===== src/rtl/button_export_driver.sv =====
// -----------------------------------------------------------------------------
// button_export_driver
//
// Fabric-side driver for the Qsys button PIO input (button_external_export).
// The raw active-low KEY pin is synchronised, debounced by a four-state FSM,
// and presented as a clean active-high level on button_export. Press and
// release edges are also reported as one-cycle pulses and captured in a
// 1-deep event register with a valid/ready handshake for fabric consumers.
//
// Optional feature macro: BUTTON_LONG_PRESS_EN
//   When defined, a hold counter runs while the button is accepted as
//   pressed and emits one long-press event (code 11) per press after
//   LONG_CYCLES cycles. When undefined, that logic is absent entirely.
//
// Ports
//   clk_clk        in   1  system clock (same domain as the bridge clk_clk)
//   reset_reset    in   1  synchronous, active-high reset
//   key_n          in   1  raw pushbutton pin, asynchronous, 0 = pressed
//   button_export  out  1  debounced level, 1 = pressed
//   press_pulse    out  1  one-cycle pulse when button_export rises
//   release_pulse  out  1  one-cycle pulse when button_export falls
//   evt_valid      out  1  event register holds an unconsumed event
//   evt_code       out  2  01 press, 10 release, 11 long press, 00 none
//   evt_ready      in   1  consumer takes the event when evt_valid & evt_ready
//   evt_overflow   out  1  sticky: an event was dropped
//   ovf_clr        in   1  clears evt_overflow (a same-cycle drop wins)
// -----------------------------------------------------------------------------
module button_export_driver #(
    parameter int SYNC_STAGES     = 2,
    parameter int DEBOUNCE_CYCLES = 500000,
    parameter int LONG_CYCLES     = 50000000,
    parameter int CNT_W           = 26
) (
    input  logic       clk_clk,
    input  logic       reset_reset,
    input  logic       key_n,
    output logic       button_export,
    output logic       press_pulse,
    output logic       release_pulse,
    output logic       evt_valid,
    output logic [1:0] evt_code,
    input  logic       evt_ready,
    output logic       evt_overflow,
    input  logic       ovf_clr
);

    typedef enum logic [1:0] {
        ST_UP      = 2'd0,
        ST_DN_WAIT = 2'd1,
        ST_DOWN    = 2'd2,
        ST_UP_WAIT = 2'd3
    } state_t;

    localparam logic [CNT_W-1:0] DEB_LAST = CNT_W'(DEBOUNCE_CYCLES - 1);

    localparam logic [1:0] CODE_NONE    = 2'b00;
    localparam logic [1:0] CODE_PRESS   = 2'b01;
    localparam logic [1:0] CODE_RELEASE = 2'b10;
    localparam logic [1:0] CODE_LONG    = 2'b11;

    // ------------------------------------------------------------------
    // Input synchroniser. Flops preset to 1 so reset looks like "released".
    // ------------------------------------------------------------------
    logic [SYNC_STAGES-1:0] sync_reg;
    logic [SYNC_STAGES-1:0] sync_next;

    generate
        for (genvar gi = 0; gi < SYNC_STAGES; gi++) begin : g_sync
            if (gi == 0) begin : g_first
                assign sync_next[gi] = key_n;
            end else begin : g_chain
                assign sync_next[gi] = sync_reg[gi-1];
            end
        end
    endgenerate

    always_ff @(posedge clk_clk) begin
        if (reset_reset) begin
            sync_reg <= '1;
        end else begin
            sync_reg <= sync_next;
        end
    end

    logic pressed;
    assign pressed = ~sync_reg[SYNC_STAGES-1];

    // ------------------------------------------------------------------
    // Debounce FSM
    // ------------------------------------------------------------------
    state_t           state_reg, state_next;
    logic [CNT_W-1:0] cnt_reg, cnt_next;

    always_comb begin
        state_next = state_reg;
        cnt_next   = cnt_reg;
        case (state_reg)
            ST_UP: begin
                if (pressed) begin
                    state_next = ST_DN_WAIT;
                    cnt_next   = CNT_W'(1);
                end
            end
            ST_DN_WAIT: begin
                if (!pressed) begin
                    state_next = ST_UP;       // bounce rejected
                    cnt_next   = '0;
                end else if (cnt_reg == DEB_LAST) begin
                    state_next = ST_DOWN;
                    cnt_next   = '0;
                end else begin
                    cnt_next = cnt_reg + CNT_W'(1);
                end
            end
            ST_DOWN: begin
                if (!pressed) begin
                    state_next = ST_UP_WAIT;
                    cnt_next   = CNT_W'(1);
                end
            end
            ST_UP_WAIT: begin
                if (pressed) begin
                    state_next = ST_DOWN;     // bounce rejected
                    cnt_next   = '0;
                end else if (cnt_reg == DEB_LAST) begin
                    state_next = ST_UP;
                    cnt_next   = '0;
                end else begin
                    cnt_next = cnt_reg + CNT_W'(1);
                end
            end
            default: begin
                state_next = ST_UP;
                cnt_next   = '0;
            end
        endcase
    end

    // The level and the pulses are decoded from the next state so that they
    // are true flop outputs and change on the same edge as the state.
    logic btn_next, press_next, release_next;
    assign btn_next     = (state_next == ST_DOWN) || (state_next == ST_UP_WAIT);
    assign press_next   = (state_reg == ST_DN_WAIT) && (state_next == ST_DOWN);
    assign release_next = (state_reg == ST_UP_WAIT) && (state_next == ST_UP);

    logic button_export_reg, press_pulse_reg, release_pulse_reg;

    always_ff @(posedge clk_clk) begin
        if (reset_reset) begin
            state_reg         <= ST_UP;
            cnt_reg           <= '0;
            button_export_reg <= 1'b0;
            press_pulse_reg   <= 1'b0;
            release_pulse_reg <= 1'b0;
        end else begin
            state_reg         <= state_next;
            cnt_reg           <= cnt_next;
            button_export_reg <= btn_next;
            press_pulse_reg   <= press_next;
            release_pulse_reg <= release_next;
        end
    end

    // ------------------------------------------------------------------
    // Long-press detection
    // ------------------------------------------------------------------
    logic long_evt;

`ifdef BUTTON_LONG_PRESS_EN
    localparam logic [CNT_W-1:0] LONG_LAST = CNT_W'(LONG_CYCLES - 1);
    localparam logic [CNT_W-1:0] LONG_SAT  = CNT_W'(LONG_CYCLES);

    logic [CNT_W-1:0] hold_cnt_reg, hold_cnt_next;
    logic             in_hold;

    assign in_hold = (state_reg == ST_DOWN) || (state_reg == ST_UP_WAIT);

    // Counts only while the current state is a held state, so the count
    // equals the number of cycles since button_export rose. It parks one
    // past the trigger value, which makes the trigger fire exactly once.
    always_comb begin
        hold_cnt_next = hold_cnt_reg;
        if (!btn_next) begin
            hold_cnt_next = '0;
        end else if (in_hold && (hold_cnt_reg != LONG_SAT)) begin
            hold_cnt_next = hold_cnt_reg + CNT_W'(1);
        end
    end

    always_ff @(posedge clk_clk) begin
        if (reset_reset) begin
            hold_cnt_reg <= '0;
        end else begin
            hold_cnt_reg <= hold_cnt_next;
        end
    end

    assign long_evt = in_hold && (hold_cnt_reg == LONG_LAST);
`else
    logic unused_long_cfg;
    assign unused_long_cfg = (LONG_CYCLES != 0);
    assign long_evt        = 1'b0;
`endif

    // ------------------------------------------------------------------
    // 1-deep event register with valid/ready handshake
    // ------------------------------------------------------------------
    // Press, release and long events can never coincide: a press pulse
    // implies the hold count is 0, and a release pulse implies state UP.
    logic       new_evt, drop;
    logic [1:0] new_code;
    logic       evt_valid_reg, evt_valid_next;
    logic [1:0] evt_code_reg, evt_code_next;
    logic       evt_overflow_reg, evt_overflow_next;

    assign new_evt  = press_pulse_reg | release_pulse_reg | long_evt;
    assign new_code = press_pulse_reg   ? CODE_PRESS   :
                      release_pulse_reg ? CODE_RELEASE : CODE_LONG;
    assign drop     = new_evt && evt_valid_reg && !evt_ready;

    always_comb begin
        evt_valid_next = evt_valid_reg;
        evt_code_next  = evt_code_reg;
        if (new_evt) begin
            // A same-cycle pop frees the slot, so the new event is taken.
            if (!evt_valid_reg || evt_ready) begin
                evt_valid_next = 1'b1;
                evt_code_next  = new_code;
            end
        end else if (evt_valid_reg && evt_ready) begin
            evt_valid_next = 1'b0;
            evt_code_next  = CODE_NONE;
        end
    end

    always_comb begin
        evt_overflow_next = evt_overflow_reg;
        if (drop) begin
            evt_overflow_next = 1'b1;
        end else if (ovf_clr) begin
            evt_overflow_next = 1'b0;
        end
    end

    always_ff @(posedge clk_clk) begin
        if (reset_reset) begin
            evt_valid_reg    <= 1'b0;
            evt_code_reg     <= CODE_NONE;
            evt_overflow_reg <= 1'b0;
        end else begin
            evt_valid_reg    <= evt_valid_next;
            evt_code_reg     <= evt_code_next;
            evt_overflow_reg <= evt_overflow_next;
        end
    end

    assign button_export = button_export_reg;
    assign press_pulse   = press_pulse_reg;
    assign release_pulse = release_pulse_reg;
    assign evt_valid     = evt_valid_reg;
    assign evt_code      = evt_code_reg;
    assign evt_overflow  = evt_overflow_reg;

endmodule


===== config.mk =====
export PLATFORM = sky130hd
export DESIGN_NAME = button_export_driver
export DESIGN_NICKNAME = d
export VERILOG_FILES = /design/src/rtl/button_export_driver.sv
export SDC_FILE = /design/constraint.sdc
export NUM_CORES = 1
export LEC_CHECK = 0
export CAP_MARGIN = 5
export CORE_ASPECT_RATIO = 2
export CORE_MARGIN = 2
export CORE_UTILIZATION = 50
export CTS_CLUSTER_SIZE = 10
export DETAILED_ROUTE_END_ITERATION = 7
export GPL_TIMING_DRIVEN = 0
export PLACE_DENSITY = 0.71
export SYNTH_ARGS = -nofsm -noshare
export SYNTH_HDL_FRONTEND = slang
export SYNTH_SLANG_ARGS = --single-unit

===== constraint.sdc =====
create_clock -name clk_clk -period 3.81 [get_ports clk_clk]
set_input_delay 0.9525 -clock clk_clk [delete_from_list [all_inputs] [get_ports clk_clk]]
set_output_delay 0.9525 -clock clk_clk [all_outputs]
set_load 0.01 [all_outputs]

== Word-level counts from Yosys, hierarchy flattened ==
Cells that the tools add are included.

* Multiplexer cells: 23
* Order comparisons: 0
* Shifts and indexed selects: 0
* Multiply operators: 0
* Divide/modulo/power cells: 0
* Equal/unequal tests: 9
* Bitwise operators: 1
* $add $sub $neg: 1
* Reduce and logical (&&, ||, !) cells: 15

{| class="wikitable"
|+ Operators with widths
! kind !! number
|-
| $mux W26 || 5
|-
| $pmux W26 S4 || 1
|-
| $add A26 B1 Y26 const B || 1
|-
| $eq A26 B19 Y1 const B || 1
|-
| $mux W2 || 10
|-
| $eq A2 B2 Y1 const B || 4
|-
| $pmux W2 S4 || 1
|-
| $mux W1 || 6
|-
| $logic_and A1 B1 Y1 || 5
|-
| $logic_not A2 Y1 || 2
|-
| $ne A2 B2 Y1 const B || 2
|-
| $reduce_and A2 Y1 || 2
|-
| $reduce_bool A2 Y1 || 2
|-
| $eq A2 B1 Y1 const B || 1
|-
| $logic_not A1 Y1 || 2
|-
| $logic_or A1 B1 Y1 || 2
|-
| $ne A2 B1 Y1 const B || 1
|-
| $or A1 B1 Y1 || 1
|}

* ROM bits: 0
* Bits in latches: 0
* Logic and storage cells: 58
* Bits in writable memories: 0
* Memories: 0
* Input port bits: 5
* Output and inout port bits: 7
* Register bits after elaboration: 37

== Depth between registers and ports, before layout ==
Gate-level depths: netlist of run 1.

* Word-level depth: 6
* Gate-level depth with buffers: 7
* Depth with buffers taken out: 6

== Worst setup path after synthesis of run 1 ==
Ideal clock, no wire load.

* Path kind: input to register
* Start: input port reset_reset
* End: register cnt_reg[8]
* Arrival time: 1.867 ns
* Stages: 5
* Setup slack: 1.868 ns
* Setup time: 0.074 ns
* Required time: 3.736 ns
* Path buffers: 2
* Cell sequence: clkbuf_1 -> a211oi_4 -> buf_4 -> o21ai_0 -> a31oi_1

{| class="wikitable"
|+ RTL lines
! item !! line !! text
|-
| start: declaration || 35 || <nowiki>input logic reset_reset,</nowiki>
|-
| end signal: assignment || 157 || <nowiki>cnt_reg <= cnt_next;</nowiki>
|-
| end: declaration || 92 || <nowiki>logic [CNT_W-1:0] cnt_reg, cnt_next;</nowiki>
|}

==> impl_results.md, run 1 <==
- Status: finished, final reports clean
- Core Util, Final: 58.9%
- Hold_buf cts: 0
- Post-CTS Repair Setup Buffers: 0
- Seq/Total Area, Yosys: approximately two fifths
- Grt ovf: 0
- DRC viols: 0
- Drt pass-1 iters: 4
- First-pass GRT wire length: between 7000 and 8000 microns
- Delay-heaviest family, CP: buffers and inverters
- Pwr Density: around 330 mW/mm^2
- Setup TNS: 0 ns
- Maximum vdd drop: 0.264 mV
- Port buffer count: 10
- Cell row count: 31
- Biggest cell delay along the critical path: ~0.6 ns
- Final setup fails: 0
- Dpl hpwl: 3190 microns
- DR vias/cell: between 6 and 7
- Max-slew violation count: 0
- CTS sink cnt: 36
- Clock-pin slew on the worst setup and hold paths: 0.07 ns
- Worst setup SP type: flip-flop
- Initial core utilization: between 50% and 60%
- Synthesis Warnings: 0
- Post-route ant nets: 0
- Top FF cell, synth: dfxtp_1
- Netlist cell types: 51
- Critical Path RT: approximately 2.9 ns
- Fin. Hold Viols: 0
- Pwr Total: a little under 0.0007 W
- Worst-margin pin slew: around 0.82 ns
- Reg2reg start: cnt_reg[0]$_SDFFE_PP0P_
- Filler cell count: between 300 and 400
- Hold crit path type: reg2reg
- Vias: 1679
- Final nets: about 240
- Critical Path Stages: 1
- Syn_nets: around 220
- Crit path DAT: 1.36 ns
- Worst-Skew Late Latency: ~0.28 ns
- Max frequency: between 400 and 500 MHz
- Mapped Cells: ~210
- WL/cell: 15.7 microns
- Max reg flops: 26
- Synthesized area: 0.00184 sq mm
- Clock root buffer master: clkbuf_8
- Max_cap viols: 0
- Die Ht: around 90 microns
- CP bufs+invs: 1
- Total leakage power: ~0.77 nW
- Layout cells sized above 1: 13.0%
- Max H-tree Level: 2
- RSZ-0062 raised after global routing: no
- Relative slew slack: between 40 and 50%
- FF+latch count, synth: 36
- Die ar.: between 0.004 and 0.005 sq mm
- Slowest-stage cell, CP: clkdlybuf4s50_1
- CTS Buffer Depth: 2
- Number of global-route vias before repair: about 1600
- Post-synthesis average cell area: 8.66 sq um
- FFs w/ async S/R, synth: 0%
- Reg-to-Reg End: cnt_reg[20]$_SDFFE_PP0P_
- Ports: 12
- Gpl congestion: roughly 0.83
- EDFF count, synth: 0
- CTS Buf Count: 5
- Min-Delay Startpoint: sync_reg[0]$_SDFF_PP1_
- Initial antenna violation count: 0
- Final cycle utilization of the critical path: a little over 60%
- Clock Skew: about 0.0066 ns
- Worst Setup SP: state_reg[1]$_SDFF_PP0_
- P&R area growth vs syn: 14.0%
- R2r setup slk: 1.66 ns
- CTS tree: built
- Worst R2R Path Depth: 7
- Critical path endpoint: button_export
- # diodes: 0
- Critical-path cell list: clkdlybuf4s50_1
- Element type at the critical path end: output port
- WL final: around 4400 microns
- Die X-Extent: around 47 microns
- Tmin final: 2.31 ns
- Floorplan Core Area: 0.00357 sq mm
- GRT Util Overall: between 20% and 30%
- CTS resizes: 0
- Number of DRC markers in iteration 0: 48
- Crit path max fanout: 5
- Worst Setup Path Type: reg2out
- Pin count of the biggest net entering global routing: 11
==> cell usage in the layout, fill, tap and decap left out, drive strengths merged, types with 2 or more instances in the layout <==
cell / count
a32oi: 2
xnor2: 3
nand2b: 5
nor4: 3
clkbuf: 13
inv: 3
xor2: 4
o21a: 2
o21ai: 11
a22oi: 3
or2: 4
and2: 2
and3: 6
a22o: 6
and4: 4
o211ai: 2
dfxtp: 36
nand3b: 2
nor4b: 2
nand2: 14
nand3: 12
nor2: 18
clkdlybuf4s50: 10
a31oi: 15
a21oi: 16
nor3: 7
buf: 5
or2b: 2
nor2b: 2
nand4: 9
==> worst register-to-register path: cells and delay by family (launching register included) <==
kind | cells | cell delay (ns)
compound gates | 3 | 0.40
fa+ha+maj | 1 | 0.26
buf+inv | 1 | 0.22
flops | 1 | 0.42
simple gates | 2 | 0.71
==> synth_stat cells, types with 4 or more instances <==
cell | n | area (sq um)
a21oi_1 | 16 | 80.1
a22o_1 | 6 | 52.6
a31oi_1 | 15 | 93.8
and3_1 | 4 | 25.0
dfxtp_1 | 36 | 721
nand2_1 | 13 | 48.8
nand2b_1 | 4 | 25.0
nand3_1 | 11 | 55.1
nand4_1 | 8 | 50.1
nor2_1 | 18 | 67.6
nor3_1 | 6 | 30.0
o21ai_0 | 10 | 50.1
xor2_1 | 4 | 35.0
==> metal layers <==
metal | wire length (microns) | part of all wire [%] | GRT usage, %
met1 | 1690 | 38 | 27.1
met2 | 2380 | 54 | 39.8
met4 | 180 | 4.1 | 13.9
met5 | 0 | 0 | 0
met3 | 134 | 3.1 | 4.22
==> how the worst min path moves through the flow <==
stage | end | slack [ns] | depth (start not counted)
finish | sync_reg[1]$_SDFF_PP1_ | 0.42 | 1
global route | sync_reg[1]$_SDFF_PP1_ | 0.44 | 1
CTS | sync_reg[1]$_SDFF_PP1_ | 0.42 | 1
detailed placement | sync_reg[1]$_SDFF_PP1_ | 0.40 | 1
global placement | sync_reg[1]$_SDFF_PP1_ | 0.40 | 1
floorplan | sync_reg[1]$_SDFF_PP1_ | 0.39 | 1
==> cells by family (layout without fill, tap and decap cells) <==
logic type      count (synthesis)  after routing  share of synthesized area, %
compound gates                 60             60                          21.0
simple gates                   95             95                          30.9
flops                          36             36                          39.1
fa+ha+maj                       1              1                         0.678
buf+inv                        14             31                          4.00
xor+xnor                        7              7                          4.34
==> metrics by stage <==
| step | worst slack, ns | hold slack (ns) | area, sq um | std cells |
|---|---|---|---|---|
| floorplan | 1.87 | 0.389 | 1840 | 213 |
| detailed placement | 1.53 | 0.405 | 2010 | 272 |
| finish | 1.50 | 0.419 | 2100 | 279 |
| global route | 1.44 | 0.441 | 2100 | 279 |
| CTS | 1.48 | 0.425 | 2100 | 279 |
| global placement | 1.56 | 0.398 | 2010 | 272 |
==> cell type report <==
| type | instances | area (sq um) | area share (%) |
|---|---|---|---|
| multi-input cells | 163 | 1050 | 49.9 |
| flip-flops and latches | 36 | 721 | 34.3 |
| repair buffers | 10 | 100 | 4.76 |
| clock buffers | 7 | 96.3 | 4.58 |
| plain buffers | 11 | 62.6 | 2.98 |
| well taps | 49 | 61.3 | 2.92 |
| inverters | 3 | 11.3 | 0.536 |
==> where the power goes <==
group          internal (W)  leakage [nW]  switching (W)   total, W
Combinational    0.00000852         0.426      0.0000141  0.0000226
Clock              0.000161        0.0503       0.000129   0.000290
Sequential         0.000378         0.291     0.00000204   0.000380
Total              0.000548         0.766       0.000145   0.000693
Power figures use the tool's default switching activity.
==> run 2, diff against run 1 <==
==> constraint.sdc (replaced) <==
create_clock -name clk_clk -period 2.19 [get_ports clk_clk]
set_input_delay 0.5475 -clock clk_clk [delete_from_list [all_inputs] [get_ports clk_clk]]
set_output_delay 0.5475 -clock clk_clk [all_outputs]
set_load 0.01 [all_outputs]
==> run 2 against run 1 <==
Power grew 74%; highest routed layer unchanged; first-iteration DRC count is 23% lower; register-to-register slack got worse by 1.5 ns; utilization increased by 0.32 points; clock skew about the same; largest power group unchanged; global-route usage did not move; critical path depth is 6 higher; sequential power up 74%; die area unchanged; setup slack lost 1.4 ns; cell count is 0.36% higher; non-clock buffer count increased by 1; critical endpoint is now cnt_reg[20]$_SDFFE_PP0P_; largest cell class unchanged.
==> impl_results.md, run 2 (synthesis results as in run 1) <==
- Status: finished, final reports clean
- Max_cap viols: 0
- Power share of the sequential group: 54.8%
- Max frequency: a little under 500 MHz
- Critical Path RT: 2.34 ns
- Gpl congestion: 0.830
- Comb power frac: between 3 and 4%
- Cell row count: 31
- DRC viols: 0
- CTS Buffer Depth: 2
- Final cycle utilization of the critical path: between 90% and 100%
- Worst-Skew Late Latency: roughly 0.28 ns
- Total leakage power: 0.770 nW
- WL final: 4390 microns
- Slowest-stage cell, CP: nor4b_4
- Number of global-route vias before repair: 1629
- Maximum vdd drop: 0.461 mV
- Max-slew violation count: 0
- Worst hold margin: 0.419 ns
- Final setup fails: 0
- CTS Buf Count: 5
- Pin count of the biggest net entering global routing: 11
- Layout cells sized above 1: 14.3%
- Max H-tree Level: 2
- Element type at the critical path end: flip-flop
- Dpl hpwl: 3190 microns
- Die X-Extent: roughly 47 microns
- # diodes: 0
- Initial antenna violation count: 0
- Hold crit path type: reg2reg
- Max reg flops: 26
- Vias: about 1700
- Worst-margin pin slew: 0.799 ns
- Worst setup SP type: flip-flop
- Relative slew slack: 46.5%
- Floorplan Core Area: approximately 0.0036 sq mm
- WL/cell: ~16 microns
- Setup TNS: 0 ns
- First-pass GRT wire length: about 7600 microns
- GRT Util Overall: 24.2%
- CTS tree: built
- Setup ws final: 0.122 ns
- Internal power: 0.000953 W
- Biggest cell delay along the critical path: between 0.4 and 0.5 ns
- RSZ-0062 raised after global routing: no
- Clock power share: 41.9%
- Post-route ant nets: 0
- Fin. Hold Viols: 0
- NetSw: roughly 0.00025 W
- DR vias/cell: slightly above 6
- Die ar.: ~0.0042 sq mm
- Crit path DAT: between 2 and 2.5 ns
- Clock-pin slew on the worst setup and hold paths: 0.07 ns
- Area occupied by multi-input gates: between 0.001 and 0.0015 sq mm
- Most frequent cells in the layout: dfxtp_1 (35), nor2_1 (18), a21oi_1 (16), a31oi_1 (15), nand2_1 (13)
- Core Util, Final: between 50% and 60%
- Clock root buffer master: clkbuf_8
- CTS sink cnt: 36
- Grt ovf: 0
- Most common cell after layout, fill and taps aside: dfxtp_1
- Drt pass-1 iters: 4
- Initial core utilization: roughly half
- P&R area growth vs syn: 14.6%
- Worst Setup Path Type: reg2reg
- Ports: 12
- Net Sw Frac: between 20% and 30%
- Tmin final: around 2.1 ns
- Number of DRC markers in iteration 0: 37
- Filler cell count: 340
- Register Area: roughly 720 sq um
- Pwr Density: roughly 570 mW/mm^2
- Crit path max fanout: 10
- Clock Skew: approximately 0.007 ns
- Final nets: approximately 240
- Port buffer count: 10
- Die Ht: between 80 and 90 microns
- Pre-CTS WS: between 0.05 and 0.06 ns
- Critical-path cell list: ha_2 -> nand4_1 -> nor4b_4 -> a211oi_4 -> buf_4 -> o21ai_0 -> a31oi_1
run 2: cell types whose count changed in the layout (fill, tap and decap cells not counted):
cell | before | now
dfxtp_2 | 0 | 1
ha_2 | 0 | 1
buf_4 | 2 | 3
dfxtp_1 | 36 | 35
ha_1 | 1 | 0
run 2: critical path, delay by kind of cell (launching register included):
kind / cells / cell delay (ns)
and+or+nand+nor: 2 / 0.69
buffers and inverters: 1 / 0.21
AOI/OAI and AO/OA: 3 / 0.39
adders and majority gates: 1 / 0.24
DFF: 1 / 0.40
run 2: cell type report:
| class | instances | area share, % |
|---|---|---|
| tap | 49 | 2.90 |
| buffer | 11 | 2.96 |
| multi-input combinational | 163 | 49.8 |
| clock buffer | 7 | 4.56 |
| timing repair buffer | 11 | 5.09 |
| sequential | 36 | 34.2 |
| inverter | 3 | 0.533 |
run 2: timing repair:
| action | CTS | global route |
|---|---|---|
| setup endpoints to repair | 0 | 18 |
| setup buffers | 0 | 1 |
| hold buffers | 0 | 0 |
| gates resized for setup | 0 | 2 |
run 2: metal layers:
layer / GRT usage (%) / share of wire, %
met5: 0 / 0
met4: 13.9 / 4.6
met3: 4.22 / 3.2
met2: 39.8 / 54
met1: 27.1 / 38
run 2: power groups by stage:
stage	Sequential [W]	Combinational, W	Clock, W
2_1_floorplan	0.000675	0.0000248	0
3_3_place_gp	0.000676	0.0000390	0
3_5_place_dp	0.000676	0.0000388	0
4_1_cts	0.000661	0.0000392	0.000513
5_1_grt	0.000662	0.0000434	0.000556
6_report	0.000661	0.0000391	0.000505
run 2: worst paths after layout:
path	startpoint	to	slack, ns	cells after the start
worst max-delay path	cnt_reg[1]$_SDFFE_PP0P_	cnt_reg[20]$_SDFFE_PP0P_	0.12	7
worst min-delay path	sync_reg[0]$_SDFF_PP1_	sync_reg[1]$_SDFF_PP1_	0.42	1
worst max register to register	cnt_reg[1]$_SDFFE_PP0P_	cnt_reg[20]$_SDFFE_PP0P_	0.12	7
worst min register to register	sync_reg[0]$_SDFF_PP1_	sync_reg[1]$_SDFF_PP1_	0.42	1
run 2: metrics by stage:
| step | power (W) | std cells | cell area (sq um) |
|---|---|---|---|
| after global routing | 0.00126 | 280 | 2110 |
| after CTS | 0.00121 | 279 | 2100 |
| after global placement | 0.000715 | 272 | 2010 |
| after detailed placement | 0.000715 | 272 | 2010 |
| final | 0.00121 | 280 | 2110 |
| after floorplan | 0.000700 | 213 | 1840 |
==> run 3, diff against run 2 <==
--- a/config.mk
+++ b/config.mk
@@ -8,11 +8,12 @@
 export CAP_MARGIN = 5
 export CORE_ASPECT_RATIO = 2
 export CORE_MARGIN = 2
-export CORE_UTILIZATION = 50
+export CORE_UTILIZATION = 45
 export CTS_CLUSTER_SIZE = 10
 export DETAILED_ROUTE_END_ITERATION = 7
 export GPL_TIMING_DRIVEN = 0
-export PLACE_DENSITY = 0.71
+export PLACE_DENSITY = 0.65
 export SYNTH_ARGS = -nofsm -noshare
 export SYNTH_HDL_FRONTEND = slang
 export SYNTH_SLANG_ARGS = --single-unit
+export TNS_END_PERCENT = 50
==> run 3 against run 2 <==
Critical path type unchanged; wire length decreased by 6.0%; count of clock-buffer cells in the layout decreased by 2; highest routed layer unchanged; clock power increased by 17%.
==> impl_results.md, run 3 (synthesis results as in run 1) <==
- Number of global-route vias before repair: ~1500
- CTS Buf Count: 5
- Final setup fails: 0
- Relative slew slack: a little under half
- WL final: a little over 4000 microns
- Setup ws final: roughly 0.17 ns
- CTS sink cnt: 36
- Total leakage power: approximately 0.78 nW
- P&R area growth vs syn: 15.8%
- Final nets: 238
- Maximum vdd drop: between 0.4 and 0.5 mV
- Most common cell after layout, fill and taps aside: dfxtp_1
- DRC viols: 0
- Pwr Total: between 0.001 and 0.0015 W
- Die ar.: roughly 0.0047 sq mm
- Hold crit path type: reg2reg
- First-pass GRT wire length: between 6000 and 7000 microns
- Post-placement cell count: ~280
- Filler cell count: approximately 380
- Floorplan Core Area: about 0.004 sq mm
- Element type at the critical path end: flip-flop
- Final cycle utilization of the critical path: between 90% and 100%
- Max reg flops: 26
- Crit path max fanout: 6
- Max frequency: roughly 490 MHz
- Initial antenna violation count: 0
- Slowest-stage cell, CP: dfxtp_1
- Clock-pin slew on the worst setup and hold paths: ~0.08 ns
- CTS Buffer Depth: 2
- Ports: 12
- Final non-filler cell total: about 290
- Pre-CTS WS: 0.0490 ns
- Clock Skew: roughly 0.0083 ns
- Crit path DAT: ~2.3 ns
- GRT Util Overall: a little under a fifth
- Tmin final: a little over 2 ns
- Fin. Hold Viols: 0
- Post-route ant nets: 0
- Number of DRC markers in iteration 0: between 40 and 50
- Layout cells sized above 1: 14.2%
- Critical Path RT: about 2.4 ns
- Critical-path cell list: ha_1 -> nand4_1 -> nor4b_4 -> buf_4 -> nand3_1 -> or2_0 -> a21oi_1
- # diodes: 0
- Gpl congestion: 0.861
- WL/cell: ~14 microns
- Port buffer count: 10
- Worst-Skew Late Latency: roughly 0.3 ns
- Initial core utilization: a little under half
- Biggest cell delay along the critical path: roughly 0.43 ns
- Core Util, Final: between 50% and 60%
- Max H-tree Level: 2
- Cell row count: 33
- Dpl hpwl: slightly below 3000 microns
- Vias: about 1600
- Worst Setup Path Type: reg2reg
- Max_cap viols: 0
- Die Ht: 94.5 microns
- Pwr Density: around 600 mW/mm^2
- Die X-Extent: 49.3 microns
- Grt ovf: 0
- Max-slew violation count: 0
- Worst setup SP type: flip-flop
- DR vias/cell: slightly below 6
- Clock root buffer master: clkbuf_8
- Worst-margin pin slew: roughly 0.79 ns
- CTS tree: built
- Most frequent cells in the layout: dfxtp_1 (36), nor2_1 (18), a21oi_1 (16), a31oi_1 (15), nand2_1 (13)
- Drt pass-1 iters: 4
- Status: finished, final reports clean
- Pin count of the biggest net entering global routing: 13
-- run 3: cell types whose count changed in the layout (fill, tap and decap cells not counted), sizes merged --
cell      change
buf           +1
bufinv        +1
clkbuf        -2
clkinv        +1
clkinvlp      +1
-- run 3: per-stage QoR --
step	cell area [sq um]	TNS, ns	hold WS, ns
global route	2140	-0.0183	0.446
finish	2140	0	0.417
global placement	2010	0	0.400
floorplan	1840	0	0.389
detailed placement	2010	0	0.412
CTS	2120	0	0.422
-- run 3: path summary, 6_finish.rpt --
check / startpoint / endpoint / slack, ns / cells past startpoint
worst max-delay path: cnt_reg[0]$_SDFFE_PP0P_ / state_reg[1]$_SDFF_PP0_ / 0.17 / 7
worst min-delay path: sync_reg[0]$_SDFF_PP1_ / sync_reg[1]$_SDFF_PP1_ / 0.42 / 1
worst max register to register: cnt_reg[0]$_SDFFE_PP0P_ / state_reg[1]$_SDFF_PP0_ / 0.17 / 7
worst min register to register: sync_reg[0]$_SDFF_PP1_ / sync_reg[1]$_SDFF_PP1_ / 0.42 / 1
-- run 3: report_power, final --
| part | switching [W] | internal (W) |
|---|---|---|
| sequential | 0.00000351 | 0.000657 |
| clock | 0.000253 | 0.000337 |
| combinational | 0.0000241 | 0.0000148 |
| total | 0.000281 | 0.00101 |
-- run 3: area by class of cell --
class	count	area (sq um)	share of cell area [%]
Clock buffer	5	68.8	3.22
Sequential cell	36	721	33.7
Tap cell	52	65.1	3.05
Buffer	11	62.6	2.93
Clock inverter	3	42.5	1.99
Timing Repair Buffer	12	115	5.39
Multi-Input combinational cell	163	1050	49.2
Inverter	3	11.3	0.527
-- run 3: per-layer routing --
layer  track usage, %  up-vias  share of wire, %
met5                0        -                 0
met2             32.1       33                51
li1                 -      837                 -
met1             21.8      767                44
met4             10.5        0               2.3
met3             4.75        7               3.0
-- run 3: critical path: cells and delay by family, from the launching register on --
| family | cells | cell delay [ns] |
|---|---|---|
| buf+inv | 1 | 0.18 |
| simple gates | 4 | 0.94 |
| fa+ha+maj | 1 | 0.26 |
| compound gates | 1 | 0.14 |
| flops | 1 | 0.43 |
-- run 3: timing repair --
action	CTS	global route
buffers inserted	0	2
setup endpoints to repair	0	21
hold buffers	0	0
resized for setup	0	0
